$ cat config.mk
export PLATFORM = sky130hd
export DESIGN_NAME = imem_boot_loader_flat
export DESIGN_NICKNAME = d
export VERILOG_FILES = /design/src/rtl/imem_boot_loader_if.sv /design/src/rtl/imem_boot_loader.sv /design/src/flat_wrapper.sv
export SDC_FILE = /design/constraint.sdc
export NUM_CORES = 1
export LEC_CHECK = 0
export BUFFER_PORTS_ARGS = -buffer_cell sky130_fd_sc_hd__buf_4
export CORE_MARGIN = 2
export CORE_UTILIZATION = 50
export DETAILED_ROUTE_END_ITERATION = 16
export PLACE_DENSITY = 0.8
export SETUP_SLACK_MARGIN = 0.02
export SLEW_MARGIN = 20
export SYNTH_ARGS = -nofsm -noshare
export SYNTH_HDL_FRONTEND = slang
export SYNTH_SLANG_ARGS = --single-unit
$ cat constraint.sdc
create_clock -name CLK -period 4.2 [get_ports CLK]
set_input_delay 0.21 -clock CLK [delete_from_list [all_inputs] [get_ports CLK]]
set_output_delay 0.21 -clock CLK [all_outputs]
set_load 0.02 [all_outputs]
$ cat src/rtl/imem_boot_loader_if.sv
`default_nettype none
// ============================================================================
// Module      : imem_boot_loader_if
// Description : Host byte stream, instruction-memory write port and status
//               of the boot loader, bundled for a single port connection.
// Revision    : 1.0 - initial release
// ============================================================================
interface imem_boot_loader_if;
    logic        start;
    logic        rx_valid;
    logic [7:0]  rx_data;
    logic        rx_ready;
    logic        mem_wr;
    logic [63:0] mem_waddr;
    logic [31:0] mem_wdata;
    logic        busy;
    logic        done;
    logic        error;
    logic        cpu_run;
    logic [15:0] words_loaded;

    modport master (
        output start, rx_valid, rx_data,
        input  rx_ready, mem_wr, mem_waddr, mem_wdata,
        input  busy, done, error, cpu_run, words_loaded
    );

    modport slave (
        input  start, rx_valid, rx_data,
        output rx_ready, mem_wr, mem_waddr, mem_wdata,
        output busy, done, error, cpu_run, words_loaded
    );
endinterface
`default_nettype wire

$ cat src/rtl/imem_boot_loader.sv
`default_nettype none
// ============================================================================
// Module      : imem_boot_loader
// Description : Assembles a length-prefixed byte stream into 32-bit words,
//               writes them to instruction memory, verifies the XOR checksum
//               and then releases the core via cpu_run.
// Revision    : 1.0 - initial release
// ============================================================================
module imem_boot_loader #(
    parameter logic [63:0] BASE_ADDR = 64'h0,
    parameter int unsigned MAX_WORDS = 256
) (
    input  logic              CLK,
    input  logic              RST,
    imem_boot_loader_if.slave bus
);

    localparam logic [16:0] c_max_words = 17'(MAX_WORDS);

    typedef enum logic [2:0] {
        ST_IDLE   = 3'd0,
        ST_LEN_LO = 3'd1,
        ST_LEN_HI = 3'd2,
        ST_DATA   = 3'd3,
        ST_CHECK  = 3'd4,
        ST_DONE   = 3'd5,
        ST_ERROR  = 3'd6
    } state_t;

    state_t      r_state;
    state_t      w_next_state;

    logic        r_rx_ready;
    logic        r_busy;
    logic        r_mem_wr;
    logic [63:0] r_mem_waddr;
    logic [31:0] r_mem_wdata;
    logic        r_done;
    logic        r_error;
    logic        r_cpu_run;
    logic [15:0] r_words_loaded;
    logic [15:0] r_len;
    logic [15:0] r_word_idx;
    logic [1:0]  r_byte_idx;
    logic [7:0]  r_csum;
    logic [23:0] r_word_buf;

    logic        w_xfer;
    logic        w_sess_start;
    logic [15:0] w_n_hdr;
    logic        w_too_long;
    logic        w_last_byte;
    logic        w_last_word;
    logic        w_next_active;

    assign w_xfer       = bus.rx_valid & r_rx_ready;
    assign w_sess_start = bus.start & ((r_state == ST_IDLE) || (r_state == ST_DONE) ||
                                       (r_state == ST_ERROR));
    assign w_n_hdr      = {bus.rx_data, r_len[7:0]};
    assign w_too_long   = ({1'b0, w_n_hdr} > c_max_words);
    assign w_last_byte  = (r_byte_idx == 2'd3);
    assign w_last_word  = (r_word_idx == (r_len - 16'd1));

    always_ff @(posedge CLK or negedge RST) begin
        if (!RST) begin
            r_state <= ST_IDLE;
        end else begin
            r_state <= w_next_state;
        end
    end

    always_comb begin
        w_next_state = r_state;
        case (r_state)
            ST_IDLE, ST_DONE, ST_ERROR: begin
                if (w_sess_start) begin
                    w_next_state = ST_LEN_LO;
                end
            end
            ST_LEN_LO: begin
                if (w_xfer) begin
                    w_next_state = ST_LEN_HI;
                end
            end
            ST_LEN_HI: begin
                if (w_xfer) begin
                    if (w_too_long) begin
                        w_next_state = ST_ERROR;
                    end else if (w_n_hdr == 16'd0) begin
                        w_next_state = ST_CHECK;
                    end else begin
                        w_next_state = ST_DATA;
                    end
                end
            end
            ST_DATA: begin
                if (w_xfer && w_last_byte && w_last_word) begin
                    w_next_state = ST_CHECK;
                end
            end
            ST_CHECK: begin
                if (w_xfer) begin
                    w_next_state = (bus.rx_data == r_csum) ? ST_DONE : ST_ERROR;
                end
            end
            default: w_next_state = ST_IDLE;
        endcase
    end

    // rx_ready and busy are registered copies of "next state is a receiving state"
    assign w_next_active = (w_next_state == ST_LEN_LO) || (w_next_state == ST_LEN_HI) ||
                           (w_next_state == ST_DATA)   || (w_next_state == ST_CHECK);

    always_ff @(posedge CLK or negedge RST) begin
        if (!RST) begin
            r_rx_ready     <= 1'b0;
            r_busy         <= 1'b0;
            r_mem_wr       <= 1'b0;
            r_mem_waddr    <= BASE_ADDR;
            r_mem_wdata    <= 32'h0;
            r_done         <= 1'b0;
            r_error        <= 1'b0;
            r_cpu_run      <= 1'b0;
            r_words_loaded <= 16'h0;
            r_len          <= 16'h0;
            r_word_idx     <= 16'h0;
            r_byte_idx     <= 2'd0;
            r_csum         <= 8'h0;
            r_word_buf     <= 24'h0;
        end else begin
            r_rx_ready <= w_next_active;
            r_busy     <= w_next_active;
            r_mem_wr   <= 1'b0;

            // The address moves on only after the write pulse has been presented
            if (r_mem_wr) begin
                r_mem_waddr <= r_mem_waddr + 64'd4;
            end

            if (w_sess_start) begin
                r_done         <= 1'b0;
                r_error        <= 1'b0;
                r_cpu_run      <= 1'b0;
                r_words_loaded <= 16'h0;
                r_csum         <= 8'h0;
                r_mem_waddr    <= BASE_ADDR;
                r_word_idx     <= 16'h0;
                r_byte_idx     <= 2'd0;
            end

            if (w_xfer) begin
                case (r_state)
                    ST_LEN_LO: r_len[7:0] <= bus.rx_data;
                    ST_LEN_HI: begin
                        r_len[15:8] <= bus.rx_data;
                        if (w_too_long) begin
                            r_error <= 1'b1;
                        end
                    end
                    ST_DATA: begin
                        r_csum <= r_csum ^ bus.rx_data;
                        case (r_byte_idx)
                            2'd0: r_word_buf[7:0]   <= bus.rx_data;
                            2'd1: r_word_buf[15:8]  <= bus.rx_data;
                            2'd2: r_word_buf[23:16] <= bus.rx_data;
                            default: begin
                                r_mem_wdata    <= {bus.rx_data, r_word_buf};
                                r_mem_wr       <= 1'b1;
                                r_words_loaded <= r_words_loaded + 16'd1;
                                r_word_idx     <= r_word_idx + 16'd1;
                            end
                        endcase
                        r_byte_idx <= r_byte_idx + 2'd1;
                    end
                    ST_CHECK: begin
                        if (bus.rx_data == r_csum) begin
                            r_done    <= 1'b1;
                            r_cpu_run <= 1'b1;
                        end else begin
                            r_error   <= 1'b1;
                        end
                    end
                    default: ;
                endcase
            end
        end
    end

    assign bus.rx_ready     = r_rx_ready;
    assign bus.busy         = r_busy;
    assign bus.mem_wr       = r_mem_wr;
    assign bus.mem_waddr    = r_mem_waddr;
    assign bus.mem_wdata    = r_mem_wdata;
    assign bus.done         = r_done;
    assign bus.error        = r_error;
    assign bus.cpu_run      = r_cpu_run;
    assign bus.words_loaded = r_words_loaded;

endmodule
`default_nettype wire

$ cat src/flat_wrapper.sv
// flat-port wrapper written by rule: the top's interface ports become plain ports
module imem_boot_loader_flat 
#(
    parameter logic [63:0] BASE_ADDR = 64'h0,
    parameter int unsigned MAX_WORDS = 256
)
  (CLK, RST, bus_start, bus_rx_valid, bus_rx_data, bus_rx_ready, bus_mem_wr, bus_mem_waddr, bus_mem_wdata, bus_busy, bus_done, bus_error, bus_cpu_run, bus_words_loaded);
  imem_boot_loader_if bus_i ();
  input  logic CLK;
  input  logic RST;
  input wire logic [$bits(bus_i.start)-1:0] bus_start;
  input wire logic [$bits(bus_i.rx_valid)-1:0] bus_rx_valid;
  input wire logic [$bits(bus_i.rx_data)-1:0] bus_rx_data;
  output wire logic [$bits(bus_i.rx_ready)-1:0] bus_rx_ready;
  output wire logic [$bits(bus_i.mem_wr)-1:0] bus_mem_wr;
  output wire logic [$bits(bus_i.mem_waddr)-1:0] bus_mem_waddr;
  output wire logic [$bits(bus_i.mem_wdata)-1:0] bus_mem_wdata;
  output wire logic [$bits(bus_i.busy)-1:0] bus_busy;
  output wire logic [$bits(bus_i.done)-1:0] bus_done;
  output wire logic [$bits(bus_i.error)-1:0] bus_error;
  output wire logic [$bits(bus_i.cpu_run)-1:0] bus_cpu_run;
  output wire logic [$bits(bus_i.words_loaded)-1:0] bus_words_loaded;
  assign bus_i.start = bus_start;
  assign bus_i.rx_valid = bus_rx_valid;
  assign bus_i.rx_data = bus_rx_data;
  assign bus_rx_ready = bus_i.rx_ready;
  assign bus_mem_wr = bus_i.mem_wr;
  assign bus_mem_waddr = bus_i.mem_waddr;
  assign bus_mem_wdata = bus_i.mem_wdata;
  assign bus_busy = bus_i.busy;
  assign bus_done = bus_i.done;
  assign bus_error = bus_i.error;
  assign bus_cpu_run = bus_i.cpu_run;
  assign bus_words_loaded = bus_i.words_loaded;
  imem_boot_loader #(.BASE_ADDR(BASE_ADDR), .MAX_WORDS(MAX_WORDS)) u_core (.CLK(CLK), .RST(RST), .bus(bus_i));
endmodule
==> results.cfg <==
[min_path]
hp-class = in2reg
hp-start = bus_rx_data[0]
hold_end = u_core.r_len[0]
min_path_cells = 3

[worst_setup_path]
cp.arrival_ns = 3.11
worstPathRequired_ns = 4.51
critPathMaxFanout = 6
r2r_end = u_core.bus.rx_ready
end_kind = register
reg2reg_slack_ns = 1.40
critPathLaunchType = register
crit_type = reg2reg
ff2ff_path_depth = 8
r2r_start = u_core.r_len[0]

[timing]
fmax_mhz = 358
rsz0062_at_grt = no
clock_skew_ns = 0.0126
setup_violations = 0
finalHoldViolCount = 0
worstMarginPinSlew_ns = 1.06
slew_violations = 0
relSlewSlack_pct = 28.9
tns_ns = 0
timing.final.crit_period_ns = 2.80
fin_crit_sh_pct = 66.6

[grt]
use_met2_pct = 34.8
grt.busiest_layer = met2
grt_util_all_layers_pct = 22.5
gr-total-overflow = 0
use_met3_pct = 5.00
met1_usage_pct = 31.8
grt_pass1_vias = 6586
grt_max_degree = 117
antenna_found_initial = 0
grt_pass1_wl_mm = 33.2

[synth]
syn_area_um2 = 8810
avgSynthCellArea_um2 = 9.87
synth_xor_xnor_area_share_pct = 9.05
ys_top_cells_by_area = dfrtp_1 52%, nand2_1 7.1%, xor2_1 6.7%
synth_edf_count = 0
synth_top_family_by_area = simple AND/OR/NAND/NOR gates
synthMuxAreaShare_pct = 5.72
synth_compound_area_share_pct = 6.22
yosysTopAreaCellShare_pct = 52.3
yosys_warnings = 0
synth_simple_gate_area_share_pct = 22.7
synth.distinct_cells = 54
synth_cells = 892
yosysTopAreaCell = dfrtp_1
async_reset_ff_share_pct = 100
synth_ff_type = dfrtp_1
synth.yosys.seq_area_share_pct = 52.3
synth_adder_area_share_pct = 1.28
synth-seq-cells = 184

[floorplanning]
row_count = 48
die_x_um = 137
chipHeight_um = 137
dieArea_um2 = 18700
io_pins = 130
core_area_um2 = 17200
initial_core_util_pct = 51.1

[cts]
cts-root-buf = clkbuf_16
cts_max_level = 4
cts_hold_buf = 1
cts-root-to-sink-buffers = 2
clock_latency_ns = 0.43
cts.sinks = 184
cts_resized = 0
numCtsBuffers = 17
clk_pin_slew_worst_paths_ns = 0.07
cts_tree = built
post-cts-setup-buffer-count = 0

[pwr]
powerDensity_nw_per_um2 = 596
power_switching_mw = 2.23
pwr-share-seq_pct = 41.4
swShare_pct = 35.4
leakage_nw = 4.69
internal_power_mw = 4.07
clockPowerShare_pct = 28.0
p_comb_share_pct = 30.6
irDropWorstVdd_mv = 0.419

[detailed_routing]
wl_per_cell_um = 16.5
firstDrtPassIters = 5
drt_iter0_drc = 431
viasPerCell = 5.59
drc = 0
finalWirelength_mm = 20.4
ant_nets = 0
vias = 6932

[cells_and_area]
fillers = 1366
utilization_pct = 61.3
layout.nets = 1022
postLayoutCellArea_um2 = 10600
area_delta_synth_final_pct = 20.0
n_antenna_cell = 0
layout-drive-gt1-share_pct = 21.4

[place]
io_buffers = 127
dp_hpwl_mm = 13.5
placed_cell_area_um2 = 9900
place_congestion = 0.887

[job]
max_cap_viol_count = 0

[outcome]
status = finished clean
## cells in the mapped netlist (all sizes together), types with 3 or more instances
| cell | count |
|---|---|
| a21o | 4 |
| a21oi | 16 |
| and2 | 6 |
| and3 | 20 |
| and4 | 13 |
| buf | 13 |
| clkbuf | 32 |
| dfrtp | 184 |
| ha | 9 |
| inv | 8 |
| mux2 | 35 |
| mux2i | 11 |
| nand2 | 166 |
| nand2b | 6 |
| nand3 | 37 |
| nand4 | 28 |
| nor2 | 91 |
| nor3 | 9 |
| nor4 | 13 |
| nor4b | 3 |
| o2111ai | 3 |
| o211ai | 8 |
| o21ai | 44 |
| o31ai | 10 |
| or3 | 9 |
| or4 | 6 |
| xnor2 | 24 |
| xor2 | 67 |
## registers in the layout (all words and copies together) (netlist names)
signal	flops
u_core.bus.cpu_run	1
u_core.bus.done	1
u_core.bus.error	1
u_core.bus.mem_waddr	62
u_core.bus.mem_wdata	32
u_core.bus.mem_wr	1
u_core.bus.rx_ready	1
u_core.bus.words_loaded	16
u_core.r_byte_idx	2
u_core.r_csum	8
u_core.r_len	16
u_core.r_state	3
u_core.r_word_buf	24
u_core.r_word_idx	16
## worst max-delay path, stage by stage (launching register included)
cell and delay [ns]:
dfrtp_1 0.42, inv_1 0.09, ha_1 0.26, or4b_4 0.51, nor3_1 0.17, nor3_1 0.09
a2111oi_0 0.46, nor4b_1 0.31, mux2_2 0.38
## power groups by stage
| stage | sequential, mW | clock [mW] | combinational, mW |
|---|---|---|---|
| after floorplan | 2.84 | 0 | 0.960 |
| after global placement | 2.61 | 0 | 1.85 |
| after detailed placement | 2.62 | 0 | 1.92 |
| after CTS | 2.60 | 1.79 | 1.94 |
| after global routing | 2.67 | 1.86 | 2.12 |
| final | 2.61 | 1.76 | 1.93 |
## per-layer routing
layer | vias up | share of wire, %
met1 | 3394 | 44
met2 | 228 | 48
met5 | - | 0
met4 | 0 | 1.3
li1 | 3282 | -
met3 | 28 | 6.7
## layout by cell type, fill, tap and decap left out, types with 2 or more instances in the layout
cell | netlist | routed
clkbuf_8 | 1 | 2
conb_1 | 1 | 2
nor4_1 | 11 | 10
or4_1 | 5 | 5
o211ai_1 | 8 | 8
buf_4 | 5 | 131
inv_6 | 0 | 2
xor2_1 | 67 | 67
nand2b_1 | 6 | 6
a21o_1 | 3 | 3
o21ai_1 | 2 | 2
inv_1 | 8 | 8
nor4_2 | 2 | 3
nand2_1 | 166 | 166
clkinv_4 | 0 | 3
clkbuf_16 | 0 | 17
nand4_1 | 28 | 28
mux2i_1 | 11 | 11
dfrtp_1 | 184 | 184
bufinv_16 | 0 | 4
inv_8 | 0 | 2
mux2_2 | 35 | 35
nor4b_1 | 3 | 3
or2_2 | 2 | 2
a21oi_1 | 16 | 16
and3_2 | 2 | 2
xnor2_1 | 24 | 24
and3_1 | 18 | 18
ha_1 | 9 | 9
nor2_1 | 90 | 90
or3_1 | 8 | 8
or2b_2 | 2 | 2
nand3_1 | 37 | 37
o2111ai_1 | 3 | 3
and4_1 | 13 | 13
o31ai_1 | 10 | 10
and2_1 | 6 | 5
o21ai_0 | 42 | 42
nor3_1 | 9 | 9
## cells by family (layout without fill, tap and decap cells)
family,count (synthesis),count (layout)
AND/OR/NAND/NOR,416,416
flip-flops,184,184
AO/OA/AOI/OAI,92,92
XOR/XNOR,91,91
buffers and inverters,53,174
multiplexers,46,46
adder cells (fa/ha/maj),9,9
other,1,2
## worst max path at each step
| stage | from | depth (start not counted) | endpoint | slack [ns] |
|---|---|---|---|---|
| global placement | u_core.r_len[0] | 8 | u_core.bus.rx_ready | 1.50 |
| floorplan | u_core.r_len[0] | 8 | u_core.bus.rx_ready | 1.68 |
| finish | u_core.r_len[0] | 8 | u_core.bus.rx_ready | 1.40 |
| CTS | u_core.r_len[0] | 8 | u_core.bus.rx_ready | 1.44 |
| detailed placement | u_core.r_len[0] | 8 | u_core.bus.rx_ready | 1.42 |
| global route | u_core.r_len[0] | 8 | u_core.bus.rx_ready | 1.17 |
## stage by stage
step	worst slack (ns)	instances	power (mW)	hold slack, ns
floorplan	1.68	893	3.80	-0.0856
global placement	1.50	1206	4.46	0.421
detailed placement	1.42	1206	4.54	0.429
CTS	1.44	1239	6.32	0.0744
global route	1.17	1239	6.64	0.0842
finish	1.40	1239	6.30	0.0928
## layout make-up
class	count	area, µm²	share of cell area (%)
Sequential cell	184	4600	43.6
Multi-Input combinational cell	656	3980	37.6
Inverter	8	30.0	0.284
Clock buffer	18	439	4.15
Tap cell	225	282	2.66
Timing Repair Buffer	134	1030	9.72
Clock inverter	14	215	2.04
(Power assumes the default switching activity.)
